===== config.mk =====
export PLATFORM = sky130hd
export DESIGN_NAME = mem_arbiter_flat
export DESIGN_NICKNAME = d
export VERILOG_FILES = /design/src/rtl/mem_pkg.sv /design/src/rtl/mem_arbiter_if.sv /design/src/rtl/mem_lane_align.sv /design/src/rtl/mem_arbiter.sv /design/src/flat_wrapper.sv
export SDC_FILE = /design/constraint.sdc
export NUM_CORES = 1
export LEC_CHECK = 0
export ABC_AREA = 1
export CORE_MARGIN = 3
export CORE_UTILIZATION = 30
export CTS_CLUSTER_DIAMETER = 100
export DETAILED_ROUTE_END_ITERATION = 6
export PLACE_DENSITY = 0.63
export SLEW_MARGIN = 10
export SYNTH_ARGS = -nofsm -noshare
export SYNTH_HDL_FRONTEND = slang
export SYNTH_SLANG_ARGS = --single-unit
export TNS_END_PERCENT = 5

===== constraint.sdc =====
create_clock -name i_clk -period 2.97 [get_ports i_clk]
set_input_delay 0.297 -clock i_clk [delete_from_list [all_inputs] [get_ports i_clk]]
set_output_delay 0.297 -clock i_clk [all_outputs]
set_load 0.05 [all_outputs]

===== src/rtl/mem_pkg.sv =====
// Shared constants and types for the two-port memory arbiter.
package mem_pkg;

    localparam logic [1:0] SZ_NONE = 2'b00;
    localparam logic [1:0] SZ_BYTE = 2'b01;
    localparam logic [1:0] SZ_HALF = 2'b10;
    localparam logic [1:0] SZ_WORD = 2'b11;

    localparam int TIMEOUT_DEF = 255;

    typedef enum logic [1:0] {
        IDLE    = 2'd0,
        IF_BUSY = 2'd1,
        D_BUSY  = 2'd2
    } state_t;

    // Timeout counter width; at least one bit so a disabled timeout still elaborates.
    function automatic int tmo_width(input int timeout);
        return (timeout < 1) ? 1 : $clog2(timeout + 1);
    endfunction

endpackage


===== src/rtl/mem_arbiter_if.sv =====
// CPU fetch/data ports and memory port of the arbiter, bundled as one interface.
interface mem_arbiter_if;

    logic        i_if_req;
    logic [31:0] i_if_addr;
    logic        o_if_valid;
    logic [31:0] o_if_rdata;

    logic        i_d_req;
    logic        i_d_we;
    logic [31:0] i_d_addr;
    logic [1:0]  i_d_size;
    logic [31:0] i_d_wdata;
    logic        o_d_valid;
    logic [31:0] o_d_rdata;
    logic        o_d_err;

    logic        o_mem_req;
    logic        o_mem_we;
    logic [31:0] o_mem_addr;
    logic [3:0]  o_mem_wstrb;
    logic [31:0] o_mem_wdata;
    logic        i_mem_ready;
    logic [31:0] i_mem_rdata;

    modport slave (
        input  i_if_req, i_if_addr, i_d_req, i_d_we, i_d_addr, i_d_size, i_d_wdata,
        input  i_mem_ready, i_mem_rdata,
        output o_if_valid, o_if_rdata, o_d_valid, o_d_rdata, o_d_err,
        output o_mem_req, o_mem_we, o_mem_addr, o_mem_wstrb, o_mem_wdata
    );

    modport master (
        output i_if_req, i_if_addr, i_d_req, i_d_we, i_d_addr, i_d_size, i_d_wdata,
        output i_mem_ready, i_mem_rdata,
        input  o_if_valid, o_if_rdata, o_d_valid, o_d_rdata, o_d_err,
        input  o_mem_req, o_mem_we, o_mem_addr, o_mem_wstrb, o_mem_wdata
    );

endinterface


===== src/rtl/mem_lane_align.sv =====
// Byte-lane steering: size/offset to strobes, store replication, load alignment.
module mem_lane_align
    import mem_pkg::*;
(
    input  logic [1:0]  size,
    input  logic [1:0]  addr_lo,
    input  logic [31:0] wdata,
    input  logic [31:0] mem_rdata,
    output logic [3:0]  wstrb,
    output logic [31:0] wdata_rep,
    output logic [31:0] rdata_aligned,
    output logic        misaligned
);

    logic [31:0] shifted_s;

    assign shifted_s = mem_rdata >> {addr_lo, 3'b000};

    // Per-size lane decode; size 00 is reported as misaligned so it gets an error response.
    always_comb begin
        wstrb         = 4'b0000;
        wdata_rep     = 32'h0000_0000;
        rdata_aligned = 32'h0000_0000;
        misaligned    = 1'b0;
        case (size)
            SZ_BYTE: begin
                wstrb         = 4'b0001 << addr_lo;
                wdata_rep     = {4{wdata[7:0]}};
                rdata_aligned = {24'h00_0000, shifted_s[7:0]};
            end
            SZ_HALF: begin
                wstrb         = 4'b0011 << addr_lo;
                wdata_rep     = {2{wdata[15:0]}};
                rdata_aligned = {16'h0000, shifted_s[15:0]};
                misaligned    = addr_lo[0];
            end
            SZ_WORD: begin
                wstrb         = 4'b1111;
                wdata_rep     = wdata;
                rdata_aligned = shifted_s;
                misaligned    = (addr_lo != 2'b00);
            end
            default: begin
                misaligned    = 1'b1;
            end
        endcase
    end

endmodule


===== src/rtl/mem_arbiter.sv =====
// Round-robin arbiter sharing one single-ported word memory between CPU fetch and data ports.
module mem_arbiter
    import mem_pkg::*;
#(
    parameter int TIMEOUT = TIMEOUT_DEF
)
(
    input  logic          i_clk,
    input  logic          i_rst_n,
    mem_arbiter_if.slave  bus
);

    localparam int TMO_W = tmo_width(TIMEOUT);
    localparam logic [TMO_W-1:0] TMO_LAST = TMO_W'((TIMEOUT > 0) ? TIMEOUT - 1 : 0);

    state_t             state_r, state_n;
    logic               prefer_d_r, prefer_d_n;
    logic [TMO_W-1:0]   cnt_r, cnt_n;
    logic [1:0]         d_size_r, d_size_n, d_lo_r, d_lo_n;
    logic               mem_req_r, mem_req_n, mem_we_r, mem_we_n;
    logic [31:0]        mem_addr_r, mem_addr_n, mem_wdata_r, mem_wdata_n;
    logic [3:0]         mem_wstrb_r, mem_wstrb_n;
    logic               if_valid_r, if_valid_n, d_valid_r, d_valid_n, d_err_r, d_err_n;
    logic [31:0]        if_rdata_r, if_rdata_n, d_rdata_r, d_rdata_n;

    logic               if_req_s, d_req_s, grant_d_s, grant_if_s, timed_out_s, exit_s;
    logic [1:0]         sel_size_s, sel_lo_s;
    logic [3:0]         wstrb_s;
    logic [31:0]        wdata_rep_s, rdata_aligned_s;
    logic               misaligned_s;
    logic               unused_s;

    assign unused_s = ^bus.i_if_addr[1:0];

    // A requester whose valid is showing this cycle is still holding its old request.
    assign if_req_s   = bus.i_if_req & ~if_valid_r;
    assign d_req_s    = bus.i_d_req & ~d_valid_r;
    assign grant_d_s  = d_req_s & (~if_req_s | prefer_d_r);
    assign grant_if_s = if_req_s & ~grant_d_s;
    assign timed_out_s = (TIMEOUT != 0) && (cnt_r == TMO_LAST);

    // Lanes decode live inputs in IDLE and the captured attributes while the access runs.
    assign sel_size_s = (state_r == D_BUSY) ? d_size_r : bus.i_d_size;
    assign sel_lo_s   = (state_r == D_BUSY) ? d_lo_r   : bus.i_d_addr[1:0];

    mem_lane_align u_lane (
        .size          (sel_size_s),
        .addr_lo       (sel_lo_s),
        .wdata         (bus.i_d_wdata),
        .mem_rdata     (bus.i_mem_rdata),
        .wstrb         (wstrb_s),
        .wdata_rep     (wdata_rep_s),
        .rdata_aligned (rdata_aligned_s),
        .misaligned    (misaligned_s)
    );

    // Next-state, grant, and registered-output computation.
    always_comb begin
        state_n     = state_r;
        prefer_d_n  = prefer_d_r;
        cnt_n       = cnt_r;
        d_size_n    = d_size_r;
        d_lo_n      = d_lo_r;
        mem_req_n   = mem_req_r;
        mem_we_n    = mem_we_r;
        mem_addr_n  = mem_addr_r;
        mem_wstrb_n = mem_wstrb_r;
        mem_wdata_n = mem_wdata_r;
        if_valid_n  = 1'b0;
        if_rdata_n  = 32'h0000_0000;
        d_valid_n   = 1'b0;
        d_rdata_n   = 32'h0000_0000;
        d_err_n     = 1'b0;
        exit_s      = 1'b0;
        case (state_r)
            IDLE: begin
                if (grant_d_s) begin
                    prefer_d_n = 1'b0;
                    if (misaligned_s) begin
                        d_valid_n = 1'b1;
                        d_err_n   = 1'b1;
                    end else begin
                        state_n     = D_BUSY;
                        cnt_n       = {TMO_W{1'b0}};
                        d_size_n    = bus.i_d_size;
                        d_lo_n      = bus.i_d_addr[1:0];
                        mem_req_n   = 1'b1;
                        mem_we_n    = bus.i_d_we;
                        mem_addr_n  = {bus.i_d_addr[31:2], 2'b00};
                        mem_wstrb_n = wstrb_s;
                        mem_wdata_n = bus.i_d_we ? wdata_rep_s : 32'h0000_0000;
                    end
                end else if (grant_if_s) begin
                    prefer_d_n  = 1'b1;
                    state_n     = IF_BUSY;
                    cnt_n       = {TMO_W{1'b0}};
                    mem_req_n   = 1'b1;
                    mem_we_n    = 1'b0;
                    mem_addr_n  = {bus.i_if_addr[31:2], 2'b00};
                    mem_wstrb_n = 4'b1111;
                    mem_wdata_n = 32'h0000_0000;
                end else begin
                    state_n = IDLE;
                end
            end
            IF_BUSY: begin
                if (bus.i_mem_ready) begin
                    if_valid_n = 1'b1;
                    if_rdata_n = bus.i_mem_rdata;
                    exit_s     = 1'b1;
                end else if (timed_out_s) begin
                    if_valid_n = 1'b1;
                    exit_s     = 1'b1;
                end else begin
                    cnt_n = cnt_r + TMO_W'(1);
                end
            end
            D_BUSY: begin
                if (bus.i_mem_ready) begin
                    d_valid_n = 1'b1;
                    d_rdata_n = mem_we_r ? 32'h0000_0000 : rdata_aligned_s;
                    exit_s    = 1'b1;
                end else if (timed_out_s) begin
                    d_valid_n = 1'b1;
                    d_err_n   = 1'b1;
                    exit_s    = 1'b1;
                end else begin
                    cnt_n = cnt_r + TMO_W'(1);
                end
            end
            default: begin
                exit_s = 1'b1;
            end
        endcase
        if (exit_s) begin
            state_n     = IDLE;
            mem_req_n   = 1'b0;
            mem_we_n    = 1'b0;
            mem_addr_n  = 32'h0000_0000;
            mem_wstrb_n = 4'b0000;
            mem_wdata_n = 32'h0000_0000;
        end else begin
            exit_s = 1'b0;
        end
    end

    // State and output registers; reset abandons any access in flight.
    always_ff @(posedge i_clk or negedge i_rst_n) begin
        if (!i_rst_n) begin
            state_r     <= IDLE;
            prefer_d_r  <= 1'b1;
            cnt_r       <= {TMO_W{1'b0}};
            d_size_r    <= 2'b00;
            d_lo_r      <= 2'b00;
            mem_req_r   <= 1'b0;
            mem_we_r    <= 1'b0;
            mem_addr_r  <= 32'h0000_0000;
            mem_wstrb_r <= 4'b0000;
            mem_wdata_r <= 32'h0000_0000;
            if_valid_r  <= 1'b0;
            if_rdata_r  <= 32'h0000_0000;
            d_valid_r   <= 1'b0;
            d_rdata_r   <= 32'h0000_0000;
            d_err_r     <= 1'b0;
        end else begin
            state_r     <= state_n;
            prefer_d_r  <= prefer_d_n;
            cnt_r       <= cnt_n;
            d_size_r    <= d_size_n;
            d_lo_r      <= d_lo_n;
            mem_req_r   <= mem_req_n;
            mem_we_r    <= mem_we_n;
            mem_addr_r  <= mem_addr_n;
            mem_wstrb_r <= mem_wstrb_n;
            mem_wdata_r <= mem_wdata_n;
            if_valid_r  <= if_valid_n;
            if_rdata_r  <= if_rdata_n;
            d_valid_r   <= d_valid_n;
            d_rdata_r   <= d_rdata_n;
            d_err_r     <= d_err_n;
        end
    end

    assign bus.o_if_valid  = if_valid_r;
    assign bus.o_if_rdata  = if_rdata_r;
    assign bus.o_d_valid   = d_valid_r;
    assign bus.o_d_rdata   = d_rdata_r;
    assign bus.o_d_err     = d_err_r;
    assign bus.o_mem_req   = mem_req_r;
    assign bus.o_mem_we    = mem_we_r;
    assign bus.o_mem_addr  = mem_addr_r;
    assign bus.o_mem_wstrb = mem_wstrb_r;
    assign bus.o_mem_wdata = mem_wdata_r;

endmodule


===== src/flat_wrapper.sv =====
// flat-port wrapper written by rule: the top's interface ports become plain ports
module mem_arbiter_flat import mem_pkg::*;
#(
    parameter int TIMEOUT = TIMEOUT_DEF
)
  (i_clk, i_rst_n, bus_i_if_req, bus_i_if_addr, bus_i_d_req, bus_i_d_we, bus_i_d_addr, bus_i_d_size, bus_i_d_wdata, bus_i_mem_ready, bus_i_mem_rdata, bus_o_if_valid, bus_o_if_rdata, bus_o_d_valid, bus_o_d_rdata, bus_o_d_err, bus_o_mem_req, bus_o_mem_we, bus_o_mem_addr, bus_o_mem_wstrb, bus_o_mem_wdata);
  mem_arbiter_if bus_i ();
  input  logic i_clk;
  input  logic i_rst_n;
  input wire logic [$bits(bus_i.i_if_req)-1:0] bus_i_if_req;
  input wire logic [$bits(bus_i.i_if_addr)-1:0] bus_i_if_addr;
  input wire logic [$bits(bus_i.i_d_req)-1:0] bus_i_d_req;
  input wire logic [$bits(bus_i.i_d_we)-1:0] bus_i_d_we;
  input wire logic [$bits(bus_i.i_d_addr)-1:0] bus_i_d_addr;
  input wire logic [$bits(bus_i.i_d_size)-1:0] bus_i_d_size;
  input wire logic [$bits(bus_i.i_d_wdata)-1:0] bus_i_d_wdata;
  input wire logic [$bits(bus_i.i_mem_ready)-1:0] bus_i_mem_ready;
  input wire logic [$bits(bus_i.i_mem_rdata)-1:0] bus_i_mem_rdata;
  output wire logic [$bits(bus_i.o_if_valid)-1:0] bus_o_if_valid;
  output wire logic [$bits(bus_i.o_if_rdata)-1:0] bus_o_if_rdata;
  output wire logic [$bits(bus_i.o_d_valid)-1:0] bus_o_d_valid;
  output wire logic [$bits(bus_i.o_d_rdata)-1:0] bus_o_d_rdata;
  output wire logic [$bits(bus_i.o_d_err)-1:0] bus_o_d_err;
  output wire logic [$bits(bus_i.o_mem_req)-1:0] bus_o_mem_req;
  output wire logic [$bits(bus_i.o_mem_we)-1:0] bus_o_mem_we;
  output wire logic [$bits(bus_i.o_mem_addr)-1:0] bus_o_mem_addr;
  output wire logic [$bits(bus_i.o_mem_wstrb)-1:0] bus_o_mem_wstrb;
  output wire logic [$bits(bus_i.o_mem_wdata)-1:0] bus_o_mem_wdata;
  assign bus_i.i_if_req = bus_i_if_req;
  assign bus_i.i_if_addr = bus_i_if_addr;
  assign bus_i.i_d_req = bus_i_d_req;
  assign bus_i.i_d_we = bus_i_d_we;
  assign bus_i.i_d_addr = bus_i_d_addr;
  assign bus_i.i_d_size = bus_i_d_size;
  assign bus_i.i_d_wdata = bus_i_d_wdata;
  assign bus_i.i_mem_ready = bus_i_mem_ready;
  assign bus_i.i_mem_rdata = bus_i_mem_rdata;
  assign bus_o_if_valid = bus_i.o_if_valid;
  assign bus_o_if_rdata = bus_i.o_if_rdata;
  assign bus_o_d_valid = bus_i.o_d_valid;
  assign bus_o_d_rdata = bus_i.o_d_rdata;
  assign bus_o_d_err = bus_i.o_d_err;
  assign bus_o_mem_req = bus_i.o_mem_req;
  assign bus_o_mem_we = bus_i.o_mem_we;
  assign bus_o_mem_addr = bus_i.o_mem_addr;
  assign bus_o_mem_wstrb = bus_i.o_mem_wstrb;
  assign bus_o_mem_wdata = bus_i.o_mem_wdata;
  mem_arbiter #(.TIMEOUT(TIMEOUT)) u_core (.i_clk(i_clk), .i_rst_n(i_rst_n), .bus(bus_i));
endmodule

==> run_results.csv, run 1 <==
group,metric,value,unit
outcome,status,"completed",
worst_setup_path,rr_startpoint,"u_core.state_r[0]",
synthesis,ys_seq_area_frac,0.515,
sta,fmax,373,MHz
floorplanning,dieHeight,162,µm
floorplanning,die-area,26200,µm²
place,portBuffers,268,
grt,use_met1,0.226,
place,dp_cells,1464,
routing,antenna_left,0,
sta,tightest_slew,0.880,ns
synthesis,yosysMostFrequentCell,"nand2_1",
worst_setup_path,reg2reg_depth,11,
job,maxCapViolCount,0,
routing,wl_per_cell,16.7,µm
final_layout,fin_cells,1497,
routing,drc,0,
final_layout,n_antenna_cell,0,
synthesis,syn_inst,906,
sta,drv_slew,0,
grt,grt_max_degree,75,
clocking,clockBufferDepth,2,
clocking,cts_tree,"yes",
worst_setup_path,worst-path-buf-inv,3,
synthesis,ys_warn_count,0,
worst_setup_path,cp-start-kind,"flop",
floorplanning,top_level_ports,273,
sta,finalSetupViolations,0,
worst_setup_path,cp_slowest_stage_delay,0.39,ns
sta,clock_skew,0.0162,ns
hold_path,hp-class,"in -> reg",
grt,globalRouteMet3Util,0.0814,
synthesis,yosysTopAreaCellShare,0.511,
sta,fin_crit_sh,0.902,
routing,drt-initial-drc-count,465,
final_layout,nets,1311,
clocking,htreeDepth,4,
grt,met2_usage,0.307,
synthesis,synth_area_leaders,"dfrtp_1 51%, nand2_1 14%, nand3_1 7.8%",
hold_path,hold_depth,3,
grt,antenna_found_initial,1,
worst_setup_path,path_cells,"inv_1 -> ha_1 -> o21ai_1 -> inv_1 -> ha_1 -> nand2_1 -> nand3_2 -> nor2_4 -> buf_4 -> nand3_1 -> nand2_1",
grt,grt_pass1_wl,38700,µm
floorplanning,initial_utilization,0.308,
synthesis,ys_types,41,
worst_setup_path,worstPathArrival,3.05,ns
synthesis,ys_ff_latch,150,
pwr,power_density,862,nW/µm²
routing,drt-vias-per-instance,4.68,
synthesis,synth_edf_count,0,
grt,top_usage_layer,"met2",
worst_setup_path,critPathRequiredTime,3.34,ns
grt,grt_pass1_vias,7017,
worst_setup_path,crit_fanout,33,
sta,timing_hold_violations_final,0,
place,finalWeightedCongestion,0.861,
routing,num_vias,7005,
grt,overflow,0,
worst_setup_path,path_class,"reg -> reg",
final_layout,drive_above_1_share,0.0705,
pwr,p_total,9.37,mW
worst_setup_path,end_kind,"flop",
synthesis,syn_avg_cell_area,8.05,µm²
hold_path,hold_start,"bus_i_mem_rdata[4]",
grt,grt_util_all_layers,0.188,
place,hpwl,18000,µm
synthesis,yosys.area.top_type,"dfrtp_1",
routing,routed_wl,25000,µm
floorplanning,core.rowCount,56,
final_layout,area_growth,49.0,%
routing,dr.pass1.iters,5,
synthesis,synth_common_cells,"264 x nand2_1, 149 x dfrtp_1, 113 x nand3_1",
synthesis,synthFlopType,"dfrtp_1",
sta,grt_setup_unrepaired,"no",
floorplanning,fp.dieW,162,µm
worst_setup_path,path_depth,11,
pwr,ir_drop,0.414,mV
synthesis,synth_area,7300,µm²
clocking,cts-root-buf,"clkbuf_16",
clocking,clkLatencyLatePin,0.43,ns
clocking,post_cts_resized,0,
pwr,leakagePower,5.23,nW
synthesis,ys_async_sr_fraction,1.00,
sta,slew_headroom,0.412,
worst_setup_path,critPathTopFamily,"simple AND/OR/NAND/NOR gates",
clocking,clock-sinks,150,
clocking,cts_made_buffers,17,
sta,setup_tns,0,ns
floorplanning,coreArea,23700,µm²
worst_setup_path,cp_slowest_cell,"dfrtp_1",
sta,period_needed,2.68,ns
clocking,clkTransAtPathRegs,0.07,ns
worst_setup_path,crit_path_start,"u_core.state_r[0]",
[flip-flops by register name (all words and copies together) (netlist names)]
| name | cells |
|---|---|
| u_core.bus.o_d_rdata | 32 |
| u_core.bus.o_if_rdata | 32 |
| u_core.bus.o_mem_wdata | 32 |
| u_core.bus.o_mem_addr | 30 |
| u_core.cnt_r | 8 |
| u_core.bus.o_mem_wstrb | 4 |
| u_core.d_lo_r | 2 |
| u_core.d_size_r | 2 |
| u_core.state_r | 2 |
| u_core.bus.o_d_err | 1 |
| u_core.bus.o_d_valid | 1 |
| u_core.bus.o_if_valid | 1 |
| u_core.bus.o_mem_req | 1 |
| u_core.bus.o_mem_we | 1 |
| u_core.prefer_d_r | 1 |
[where the power goes]
group	internal [mW]	leakage, nW	switching, mW
combinational	1.37	2.92	3.15
sequential	2.44	2.03	0.193
clock	1.30	0.288	0.908
total	5.11	5.23	4.26
[logic make-up after synthesis]
kind of cell | share of synthesized area
flops | 0.515
compound gates | 0.102
buf+inv | 0.0897
xor+xnor | 0.00240
simple gates | 0.274
fa+ha+maj | 0.0171
other cells | 0.000514
[cells in the final DEF (no fill, tap or decap), drive strengths merged, types with 2 or more instances in the layout]
cell and count:
nor3 4, dfrtp 149, conb 2, nand3b 2
nor2 71, xor2 2, a31o 2, nand3 115
o22ai 8, clkdlybuf4s50 267, or2 3, a211oi 13
bufinv 2, clkbuf 20, ha 10, clkinvlp 2
inv 91, buf 24, a21oi 59, clkinv 5
nand2 272, o21ai 49
[worst min-delay path, delay by kind of cell]
kind          cells  cell delay [ns]
buf+inv           2             0.46
simple gates      1             0.04
[stage by stage]
step | util | instance area, µm² | hold slack, ns | setup slack [ns]
2_1_floorplan | - | 7300 | 0.00141 | 0.560
3_3_place_gp | 0.433 | 10300 | 0.386 | 0.349
3_5_place_dp | 0.433 | 10300 | 0.384 | 0.298
4_1_cts | 0.459 | 10900 | 0.386 | 0.305
5_1_grt | 0.459 | 10900 | 0.427 | 0.0708
6_report | 0.459 | 10900 | 0.409 | 0.292
[layer usage]
layer  share of wire  wire [µm]
met5         0.00052         13
met2            0.47      11700
met1            0.40      10100
met3            0.11       2750
met4           0.017        437
[path summary, 6_finish.rpt]
check | slack [ns] | endpoint
setup / recovery | 0.29 | u_core.bus.o_mem_wdata[16]
hold / removal | 0.41 | u_core.bus.o_if_rdata[4]
setup reg to reg | 0.29 | u_core.bus.o_mem_wdata[16]
hold reg to reg | 0.50 | u_core.bus.o_mem_wdata[9]
max in group asynchronous | 1.72 | u_core.bus.o_mem_wdata[0]
min in group asynchronous | 0.49 | u_core.bus.o_mem_addr[17]
[repair_timing]
item                       in CTS  in global routing
hold buffers                    1                  0
setup endpoints to repair       0                  0
buffers inserted                0                  0
hold endpoints to repair       70                  0
[layout make-up]
cell class,instances,area (µm²)
Inverter,88,335
Tap cell,319,399
Multi-Input combinational cell,616,2890
Clock inverter,12,141
Fill cell,2402,12800
Timing Repair Buffer,292,2890
Sequential cell,150,3750
Clock buffer,20,457
Power figures use the tool's default switching activity.
==> inputs of run 2 (changes only) <==
ABC_AREA = unset   (was 1)
PLACE_DENSITY = 0.64   (was 0.63)
SKIP_CTS_REPAIR_TIMING = 1   (was unset)
SLEW_MARGIN = 20   (was 10)
==> run_results.csv, run 2 <==
group,metric,value,unit
sta,slew_headroom,0.414,
floorplanning,coreArea,22800,µm²
routing,routed_wl,22400,µm
synthesis,ys_types,59,
clocking,clkLatencyLatePin,0.42,ns
worst_setup_path,worstPathArrival,3.11,ns
clocking,cts_tree,"yes",
sta,finalSetupViolations,0,
worst_setup_path,cp-start-kind,"flop",
worst_setup_path,reg2reg_depth,11,
place,hpwl,16300,µm
sta,grt_setup_unrepaired,"yes",
synthesis,syn_avg_cell_area,11.1,µm²
synthesis,synth_common_cells,"149 x dfrtp_1, 85 x nor2_1, 41 x mux2i_1",
final_layout,n_antenna_cell,0,
routing,antenna_left,0,
final_layout,nets,1047,
pwr,power_density,886,nW/µm²
routing,wl_met3,1630,µm
routing,num_vias,6065,
routing,dr.pass1.iters,5,
worst_setup_path,rr_startpoint,"u_core.state_r[0]",
synthesis,synth_area,7030,µm²
worst_setup_path,crit_path_start,"u_core.state_r[0]",
clocking,cts_made_buffers,17,
final_layout,fin_cells,1227,
worst_setup_path,crit_fanout,9,
clocking,clock-sinks,150,
synthesis,synth_edf_count,0,
grt,antenna_found_initial,0,
routing,drt-vias-per-instance,4.94,
synthesis,synth_area_leaders,"dfrtp_1 53%, mux2i_1 5.8%, nor2_1 4.5%",
routing,met1Wirelength,9400,µm
sta,drv_slew,0,
clocking,clkTransAtPathRegs,0.07,ns
worst_setup_path,critPathRequiredTime,3.26,ns
outcome,status,"completed",
worst_setup_path,end_kind,"flop",
synthesis,yosysTopAreaCellShare,0.530,
final_layout,fin_util,0.470,
sta,timing_hold_violations_final,0,
synthesis,synthFlopType,"dfrtp_1",
synthesis,syn_inst,634,
grt,grt_util_all_layers,0.178,
sta,tightest_slew,0.872,ns
place,dpl_worst_slack,0.153,ns
grt,grt_pass1_vias,6265,
floorplanning,die-area,25300,µm²
floorplanning,fp.dieW,159,µm
sta,fmax,355,MHz
clocking,cts-root-buf,"clkbuf_16",
grt,grt_pass1_wl,36100,µm
routing,drt-initial-drc-count,424,
synthesis,yosys.area.top_type,"dfrtp_1",
pwr,leakagePower,4.68,nW
routing,wl_met2,11000,µm
worst_setup_path,worstReg2RegEnd,"u_core.bus.o_mem_wstrb[0]",
place,portBuffers,268,
final_layout,fillCellCount,2168,
final_layout,mostFrequentLayoutCells,"267 x clkdlybuf4s50_1, 149 x dfrtp_1, 84 x nor2_1",
grt,grt_max_degree,70,
sta,fin_crit_sh,0.948,
routing,wl_per_cell,18.3,µm
hold_path,hp-class,"in -> async",
sta,fin_ws,0.154,ns
worst_setup_path,reg2reg_setup_slack,0.15,ns
synthesis,ys_seq_area_frac,0.534,
final_layout,area_growth,52.8,%
final_layout,final_common_cell,"clkdlybuf4s50_1",
routing,top_layer_used,"met4",
clocking,clockBufferDepth,2,
job,maxCapViolCount,0,
floorplanning,top_level_ports,273,
sta,clock_skew,0.0176,ns
sta,period_needed,2.82,ns
worst_setup_path,path_class,"reg -> reg",
place,finalWeightedCongestion,0.839,
floorplanning,initial_utilization,0.308,
synthesis,ys_ff_latch,150,
clocking,htreeDepth,4,
grt,overflow,0,
final_layout,drive_above_1_share,0.107,
synthesis,ys_async_sr_fraction,1.00,
routing,drc,0,
place,dp_cells,1194,
synthesis,ys_warn_count,0,
pwr,p_total,9.53,mW
pwr,ir_drop,0.449,mV
floorplanning,core.rowCount,55,
synthesis,yosysMostFrequentCell,"dfrtp_1",
sta,whs,0.424,ns
floorplanning,dieHeight,159,µm
## run 2: routing by layer
metal / track usage / vias up
met5: 0 / -
met4: 0.0509 / 0
met3: 0.0627 / 21
met2: 0.297 / 183
met1: 0.218 / 2984
li1: - / 2877
## run 2: kinds of logic after synthesis
logic type | after synthesis | synth area share
AND/OR/NAND/NOR | 193 | 0.134
buffers and inverters | 63 | 0.0466
flip-flops | 150 | 0.534
multiplexers | 55 | 0.0813
adder cells (fa/ha/maj) | 10 | 0.0178
other | 1 | 0.000533
AO/OA/AOI/OAI | 162 | 0.186
## run 2: how the worst max path moves through the flow
stage / end / slack, ns / cells past startpoint
after floorplan: u_core.cnt_r[6] / 0.15 / 14
after global placement: u_core.bus.o_mem_wdata[6] / 0.24 / 10
after detailed placement: u_core.bus.o_mem_wdata[0] / 0.15 / 10
after CTS: u_core.bus.o_mem_wdata[0] / 0.13 / 10
after global routing: u_core.bus.o_mem_addr[5] / -0.03 / 11
final: u_core.bus.o_mem_wstrb[0] / 0.15 / 11
## run 2: power breakdown
part,switching (mW),total (mW),internal [mW]
clock,1.01,2.15,1.14
combinational,3.00,4.69,1.69
sequential,0.228,2.68,2.45
total,4.25,9.53,5.28
## run 2: metrics by stage
stage | cell area (µm²) | TNS (ns)
5_1_grt | 10700 | -0.0839
2_1_floorplan | 7040 | 0
3_3_place_gp | 10100 | 0
3_5_place_dp | 10100 | 0
6_report | 10700 | 0
4_1_cts | 10700 | 0
## run 2: cell type report
type | instances | area, µm² | area share
clock buffers | 17 | 425 | 0.0396
well taps | 313 | 392 | 0.0364
multi-input cells | 422 | 3000 | 0.279
repair buffers | 298 | 2960 | 0.276
inverters | 12 | 45.0 | 0.00419
flip-flops and latches | 150 | 3750 | 0.349
clock inverters | 15 | 171 | 0.0159
## run 2: critical path: stages, from the launching register on
cell     delay (ns)
dfrtp_1        0.40
inv_1          0.10
ha_1           0.24
buf_4          0.18
mux2_2         0.28
inv_1          0.07
ha_1           0.24
a21oi_4        0.29
nand3_1        0.15
nor4b_1        0.52
buf_4          0.19
nor3_1         0.03
